`config.mk`:
```
export PLATFORM = sky130hd
export DESIGN_NAME = fft_to_ram
export DESIGN_NICKNAME = d
export VERILOG_FILES = /design/src/rtl/fft_to_ram_pkg.sv /design/src/rtl/fft_to_ram_mag_quantise.sv /design/src/rtl/fft_to_ram.sv
export SDC_FILE = /design/constraint.sdc
export NUM_CORES = 1
export LEC_CHECK = 0
export BUFFER_PORTS_ARGS = -buffer_cell sky130_fd_sc_hd__clkbuf_2
export CORE_UTILIZATION = 35
export DETAILED_ROUTE_END_ITERATION = 12
export GPL_ROUTABILITY_DRIVEN = 0
export MAX_ROUTING_LAYER = met4
export PLACE_DENSITY_LB_ADDON = 0.1
export SYNTH_ARGS = -nofsm -noshare
export SYNTH_HDL_FRONTEND = slang
export SYNTH_SLANG_ARGS = --single-unit
```
`constraint.sdc`:
```
create_clock -name clk -period 2.9 [get_ports clk]
set_input_delay 0.145 -clock clk [delete_from_list [all_inputs] [get_ports clk]]
set_output_delay 0.145 -clock clk [all_outputs]
set_load 0.02 [all_outputs]
```
`src/rtl/fft_to_ram_pkg.sv`:
```
// Shared layout definitions for the waterfall RAM, used by both the FFT write path and the display read path.
// Both sides must agree on how a frame slot maps to a bank and a base address.
package fft_to_ram_pkg;

  localparam int NO_BANKS       = 2;
  localparam int RAM_ADDR_WIDTH = 12;
  localparam int RAM_DATA_WIDTH = 4;
  localparam int IN_WIDTH       = 16;
  localparam int MAG_SHIFT      = 8;
  localparam int NO_FFTS        = 50;
  localparam int FFT_SIZE       = 256;

  localparam int FFT_IDX_WIDTH  = $clog2(NO_FFTS);
  localparam int BIN_WIDTH      = $clog2(FFT_SIZE / 2);
  localparam int CNT_WIDTH      = $clog2(FFT_SIZE);

  typedef enum logic [1:0] {
    ST_IDLE,
    ST_WRITE,
    ST_DROP,
    ST_COMMIT
  } state_t;

  // The slot MSB picks the bank, so slots 0..31 go to bank 0 and 32..49 go to bank 1.
  function automatic logic [NO_BANKS-1:0] bank_select(input logic [FFT_IDX_WIDTH-1:0] slot);
    bank_select = '0;
    for (int b = 0; b < NO_BANKS; b++) begin
      if (int'(slot >> (FFT_IDX_WIDTH - 1)) == b) bank_select[b] = 1'b1;
    end
  endfunction

  // The remaining slot bits select a 128-entry row block inside the bank.
  function automatic logic [RAM_ADDR_WIDTH-1:0] slot_base(input logic [FFT_IDX_WIDTH-1:0] slot);
    slot_base = RAM_ADDR_WIDTH'(slot) << BIN_WIDTH;
  endfunction

endpackage

```
`src/rtl/fft_to_ram_mag_quantise.sv`:
```
// Combinational magnitude quantiser: drop the low bits, then saturate to the stored width.
module mag_quantise #(
  parameter int IN_WIDTH  = 16,
  parameter int OUT_WIDTH = 4,
  parameter int SHIFT     = 8
) (
  input  logic [IN_WIDTH-1:0]  mag,
  output logic [OUT_WIDTH-1:0] q
);

  logic [IN_WIDTH-1:0] shifted;

  assign shifted = mag >> SHIFT;
  assign q = (shifted > IN_WIDTH'((1 << OUT_WIDTH) - 1)) ? '1 : shifted[OUT_WIDTH-1:0];

endmodule

```
`src/rtl/fft_to_ram.sv`:
```
// Streams FFT magnitude frames into the banked waterfall RAM and owns the circular frame pointer.
// Only bins 0..FFT_SIZE/2-1 are stored; a frame is committed only when s_last lands on the final bin.
module fft_to_ram
  import fft_to_ram_pkg::*;
(
  input  logic                      clk,
  input  logic                      rst_n,
  input  logic                      s_valid,
  output logic                      s_ready,
  input  logic [IN_WIDTH-1:0]       s_data,
  input  logic                      s_last,
  output logic [NO_BANKS-1:0]       wr_bank_select,
  output logic [RAM_ADDR_WIDTH-1:0] wr_address,
  output logic [RAM_DATA_WIDTH-1:0] wr_data,
  output logic [FFT_IDX_WIDTH-1:0]  oldest_fft_idx,
  output logic                      frame_done,
  output logic                      frame_err
);

  state_t                    state;
  logic [CNT_WIDTH-1:0]      bin_cnt;
  logic [FFT_IDX_WIDTH-1:0]  wr_idx;
  logic [RAM_DATA_WIDTH-1:0] q;
  logic                      accept;
  logic                      lower_half;
  logic                      last_bin;
  logic                      storing;

  mag_quantise #(
    .IN_WIDTH (IN_WIDTH),
    .OUT_WIDTH(RAM_DATA_WIDTH),
    .SHIFT    (MAG_SHIFT)
  ) u_quant (
    .mag(s_data),
    .q  (q)
  );

  assign s_ready        = (state != ST_COMMIT);
  assign accept         = s_valid & s_ready;
  assign lower_half     = (bin_cnt < CNT_WIDTH'(FFT_SIZE / 2));
  assign last_bin       = (bin_cnt == CNT_WIDTH'(FFT_SIZE - 1));
  assign storing        = (state == ST_IDLE) || (state == ST_WRITE);
  // The write slot is always the oldest slot: it is overwritten by the frame in progress.
  assign oldest_fft_idx = wr_idx;

  // NOTE: all state here uses non-blocking assignments so every register samples pre-edge values.
  always_ff @(posedge clk or negedge rst_n) begin
    if (!rst_n) begin
      state          <= ST_IDLE;
      bin_cnt        <= '0;
      wr_idx         <= '0;
      wr_bank_select <= '0;
      wr_address     <= '0;
      wr_data        <= '0;
      frame_done     <= 1'b0;
      frame_err      <= 1'b0;
    end else begin
      wr_bank_select <= '0;
      frame_done     <= 1'b0;
      frame_err      <= 1'b0;

      if (accept && storing && lower_half) begin
        wr_bank_select <= bank_select(wr_idx);
        wr_address     <= slot_base(wr_idx) | RAM_ADDR_WIDTH'(bin_cnt[BIN_WIDTH-1:0]);
        wr_data        <= q;
      end

      case (state)
        ST_IDLE: begin
          if (accept) begin
            if (s_last) begin
              frame_err <= 1'b1;
            end else begin
              bin_cnt <= CNT_WIDTH'(1);
              state   <= ST_WRITE;
            end
          end
        end
        ST_WRITE: begin
          if (accept) begin
            if (s_last) begin
              bin_cnt <= '0;
              if (last_bin) begin
                state <= ST_COMMIT;
              end else begin
                frame_err <= 1'b1;
                state     <= ST_IDLE;
              end
            end else if (last_bin) begin
              // Overlong frame: swallow the rest up to its s_last without writing.
              frame_err <= 1'b1;
              bin_cnt   <= '0;
              state     <= ST_DROP;
            end else begin
              bin_cnt <= bin_cnt + CNT_WIDTH'(1);
            end
          end
        end
        ST_DROP: begin
          if (accept && s_last) state <= ST_IDLE;
        end
        ST_COMMIT: begin
          wr_idx     <= (wr_idx == FFT_IDX_WIDTH'(NO_FFTS - 1)) ? '0 : wr_idx + FFT_IDX_WIDTH'(1);
          frame_done <= 1'b1;
          state      <= ST_IDLE;
        end
        default: state <= ST_IDLE;
      endcase
    end
  end

endmodule

```
; Word level (Yosys, flattened, before mapping)
; Index checks and enable logic that the tools add are counted.
; W data, S select, Z words.
[word_totals]
reg_bits = 36
inputBits = 20
out_inout_bits = 27
wordCells = 61
[classes]
add_sub_neg = 2
magnitude_cmp = 2
eq_ne = 11
n_mux = 27
n_bitwise = 2
n_reduce_logical = 9
[op_table]
columns = operator, count
row1 = $mux W8, 5
row2 = $logic_not A32 Y1, 1
row3 = $mux W2, 8
row4 = $pmux W8 S2, 1
row5 = $or A12 B7 Y12, 1
row6 = $ne A2 B2 Y1 const B, 5
row7 = $mux W1, 9
row8 = $add A8 B1 Y8 const B, 1
row9 = $eq A8 B8 Y1 const B, 1
row10 = $gt A8 B4 Y1 const B, 1
row11 = $lt A8 B8 Y1 const B, 1
row12 = $pmux W2 S4, 1
row13 = $add A6 B1 Y6 const B, 1
row14 = $eq A6 B6 Y1 const B, 1
row15 = $mux W6, 1
row16 = $reduce_and A5 Y1, 1
row17 = $eq A2 B2 Y1 const B, 2
row18 = $mux W4, 1
row19 = $reduce_and A4 Y1, 1
row20 = $logic_and A1 B1 Y1, 3
row21 = $ne A3 B3 Y1 const B, 1
row22 = $eq A2 B1 Y1 const B, 1
row23 = $logic_not A2 Y1, 1
row24 = $pmux W1 S2, 1
row25 = other kinds (3), 3

; Longest topological paths before layout
[depth]
ltp_word = 5
depth_mapped = 8
depth_no_buf = 7

; Hierarchy
; Synthesis repeated with hierarchy kept, for this count alone.
[unflattened]
cells_unflattened = 153
hier_area_um2 = 1722.9
[by_module_without_submodules]
columns = mod, instances, cells_each, area_each_um2, seq_area_each_um2
row1 = fft_to_ram, 1, 148, 1685.4, 900.9
row2 = mag_quantise, 1, 5, 37.5, 0.0

; Least setup slack after synthesis
; Ideal clock, no wire load.
[synth_path]
kind = reg-to-reg
start = reg bin_cnt[0]
end = reg state[0]
arrival_ns = 1.604
t_required_ns = 2.773
setup_slack_ns = 1.169
stages_incl_launch_ff = 9
n_path_buf = 1
path_cell_list = dfrtp_1 ha_1 and2_1 clkbuf_1 nand3_1 inv_1 ha_1 nor4bb_1 nor3_1
[synth_via]
elab_chain_cells = 5
elab_cells_between_ends = 7
classes_between = 2 x eq/ne / 4 x mux / 1 x reduce/logical
[synth_rtl]
columns = item, line
row1 = from (decl), fft_to_ram.sv:21  ; logic [CNT_WIDTH-1:0] bin_cnt;
row2 = from (signal assigned), fft_to_ram.sv:95  ; bin_cnt <= bin_cnt + CNT_WIDTH'(1);
row3 = $eq A8 B8 Y1 *, fft_to_ram.sv:41  ; assign last_bin = (bin_cnt == CNT_WIDTH'(FFT_SIZE - 1));
row4 = $mux W2, fft_to_ram.sv:83  ; if (last_bin) begin
row5 = $mux W2, fft_to_ram.sv:81  ; if (s_last) begin
row6 = $mux W2, fft_to_ram.sv:80  ; if (accept) begin
row7 = $pmux W2 S4, fft_to_ram.sv:68  ; case (state)
row8 = to (signal assigned), fft_to_ram.sv:75  ; state <= ST_WRITE;
row9 = to (signal assigned), fft_to_ram.sv:84  ; state <= ST_COMMIT;
row10 = to (signal assigned), fft_to_ram.sv:87  ; state <= ST_IDLE;
row11 = to (decl), fft_to_ram.sv:20  ; state_t state;
; Every way passes the cells marked *; elsewhere a longest branch is shown, timed or not. The select of a mux whose other input is x is not followed.
; A chain may end at the register's enable or synchronous reset.

; Worst setup path after layout
; Ends and elaborated chain as after synthesis.

==> qor.yml <==
cts_max_level: 2
dr_wl_met2_um: 1590
first_iter_violations: 32
fin_util_pct: 44.7
post-route-period-util_pct: 64.3
grt_pass1_vias: 1288
multi_input_area_um2: 722
holdWs_ns: -0.0227
grt_start_max_net_pins: 37
grt_first_pass_wirelength_um: 5950
place_hpwl_um: 2320
vias: 1273
hp-class: "input port to async pin"
synth_edf_count: 0
tightest_slew_ns: 0.895
grt_overflow: 0
max_freq_mhz: 536
clockBufferDepth: 2
synth_top_area_cell: "dfrtp_1"
wl_met3_um: 163
synth-main-ff-cell: "dfrtp_1"
crit_path_end_kind: "flop"
grtUsageTotal_pct: 15.6
drc: 5
numCtsBuffers: 5
violations: "DRC, hold timing"
drt-met1-wl_um: 1510
syn2layout_area_growth_pct: 20.1
drt-total-wl_um: 3320
num_rows: 24
slew_violations: 0
powerDensity_nw_per_um2: 729
routed.top_layer: "met4"
netlist_instances: 143
num_antenna_cells: 0
postSynthAreaPerCell_um2: 11.6
antenna_found_initial: 0
root_buffer: "clkbuf_8"
worst_ep_required_time_ns: 3.07
final_layout_size_suffix_gt1_share_pct: 36.2
die_w_um: 71.0
p_leak_nw: 0.975
syn_area_um2: 1670
synth_top_area_share_pct: 54.1
finalHoldViolations: 36
r2r_start: "bin_cnt[0]"
synth_nets: 169
synth-seq-cells: 36
irDropWorstVdd_uv: 231
period_minus_slack_ns: 1.87
cts_resized: 0
ff2ff_setup_slack_ns: 1.03
design.core.area_um2: 4470
ant_nets: 0
ctsHoldBuffers: 0
synth_commonest_cells: "36 x dfrtp_1, 12 x mux2_2, 10 x nor2_1"
yosysSeqAreaShare_pct: 54.1
regArea_um2: 901
port-buffer-count: 38
clock_sinks: 36
synthMostInstantiatedCell: "dfrtp_1"
rsz0062_at_grt: "false"
final_net_count: 210
timing.rr.end: "state[0]"
critPathArrivalTime_ns: 2.03
cts_tree: "built"
cts_setup_buffers: 0
drtPass1Iterations: 10
clock_skew_ns: 0.00273
setup_viol: 0
cap_violations: 0
slew_headroom_pct: 40.4
async_flop_share_pct: 100
ys_warn_count: 0
die_y_um: 71.0
routedWlPerCell_um: 14.0
start_util_pct: 37.2
synth_cell_type_count: 38
fillCellCount: 445
clk-insertion-delay-late_ns: 0.28
status: "finished, violations left"
io_pins: 47
finalSetupTns_ns: 0
cts.clk_slew.worst_paths_ns: 0.07
die-area_um2: 5040
startpoint_type: "flop"
viasPerCell: 5.37
ff2ff_path_depth: 7
synth_area_leaders: "dfrtp_1 54%, mux2_2 8.1%, ha_1 4.5%, o22a_1 2.6%, nor2_1 2.3%"
crit_type: "flop to flop"
worstPathMaxFanout: 6
==> cells by family after synthesis <==
| family | after synthesis | share of synthesized area, % |
|---|---|---|
| buffers and inverters | 10 | 2.55 |
| AO/OA/AOI/OAI | 23 | 9.99 |
| XOR/XNOR | 5 | 2.63 |
| AND/OR/NAND/NOR | 50 | 17.5 |
| flip-flops | 36 | 54.1 |
| multiplexers | 13 | 8.72 |
| adder cells (fa/ha/maj) | 6 | 4.51 |
==> how the worst max path moves through the flow <==
| stage | start | endpoint |
|---|---|---|
| 3_5_place_dp | bin_cnt[0] | state[0] |
| 5_1_grt | bin_cnt[0] | state[0] |
| 2_1_floorplan | bin_cnt[0] | state[0] |
| 3_3_place_gp | bin_cnt[0] | state[0] |
| 4_1_cts | bin_cnt[0] | state[0] |
| 6_report | bin_cnt[0] | state[0] |
==> sequential cells by signal, indices dropped and copies added, names as in the netlist <==
register	cells
wr_bank_select	2
frame_done	1
bin_cnt	8
wr_data	4
wr_address	12
state	2
frame_err	1
oldest_fft_idx	6
==> cells in the final DEF (no fill, tap or decap), types with 4 or more instances in the layout <==
cell type and count:
nor2_1 10, clkbuf_2 38, clkbuf_8 6, mux2_2 12
nand2_1 8, o21ai_0 6, o22a_1 5, a21oi_1 4
o31ai_1 4, nand4_1 4, nand3_1 5, inv_1 4
dfrtp_1 36, ha_1 6
==> report_power, final <==
group / switching, mW / internal [mW]
sequential: 0.0993 / 0.592
combinational: 0.229 / 0.175
clock: 0.174 / 0.189
total: 0.503 / 0.956
==> worst max-delay path, stage by stage, from the launching register on <==
cell	delay, ns
dfrtp_1	0.44
ha_1	0.26
and2_1	0.23
nand3_1	0.19
inv_1	0.11
ha_1	0.19
nor4bb_1	0.25
nor3_1	0.07
==> metal layers <==
layer  vias up  track usage, %
met5         -               -
met4         0            5.33
met3         7            4.56
met2        33            25.1
met1       641            18.7
li1        592               -
==> metrics by stage <==
step	hold WS [ns]	setup WS [ns]	instance area, µm²	total power [mW]	std cells
2_1_floorplan	-0.151	1.17	1670	0.961	143
3_3_place_gp	0.311	1.07	1910	1.10	229
3_5_place_dp	0.322	1.06	1910	1.11	229
4_1_cts	0.0139	1.03	2000	1.49	237
5_1_grt	0.0573	0.919	2000	1.56	237
6_report	-0.0227	1.03	2000	1.46	237
==> area by class of cell <==
class / instances / area share (%)
Sequential cell: 36 / 45.0
Clock inverter: 2 / 0.500
Multi-Input combinational cell: 97 / 36.1
Inverter: 4 / 0.750
Tap cell: 52 / 3.25
Timing Repair Buffer: 40 / 10.3
Clock buffer: 6 / 4.13
(Power assumes the default switching activity.)
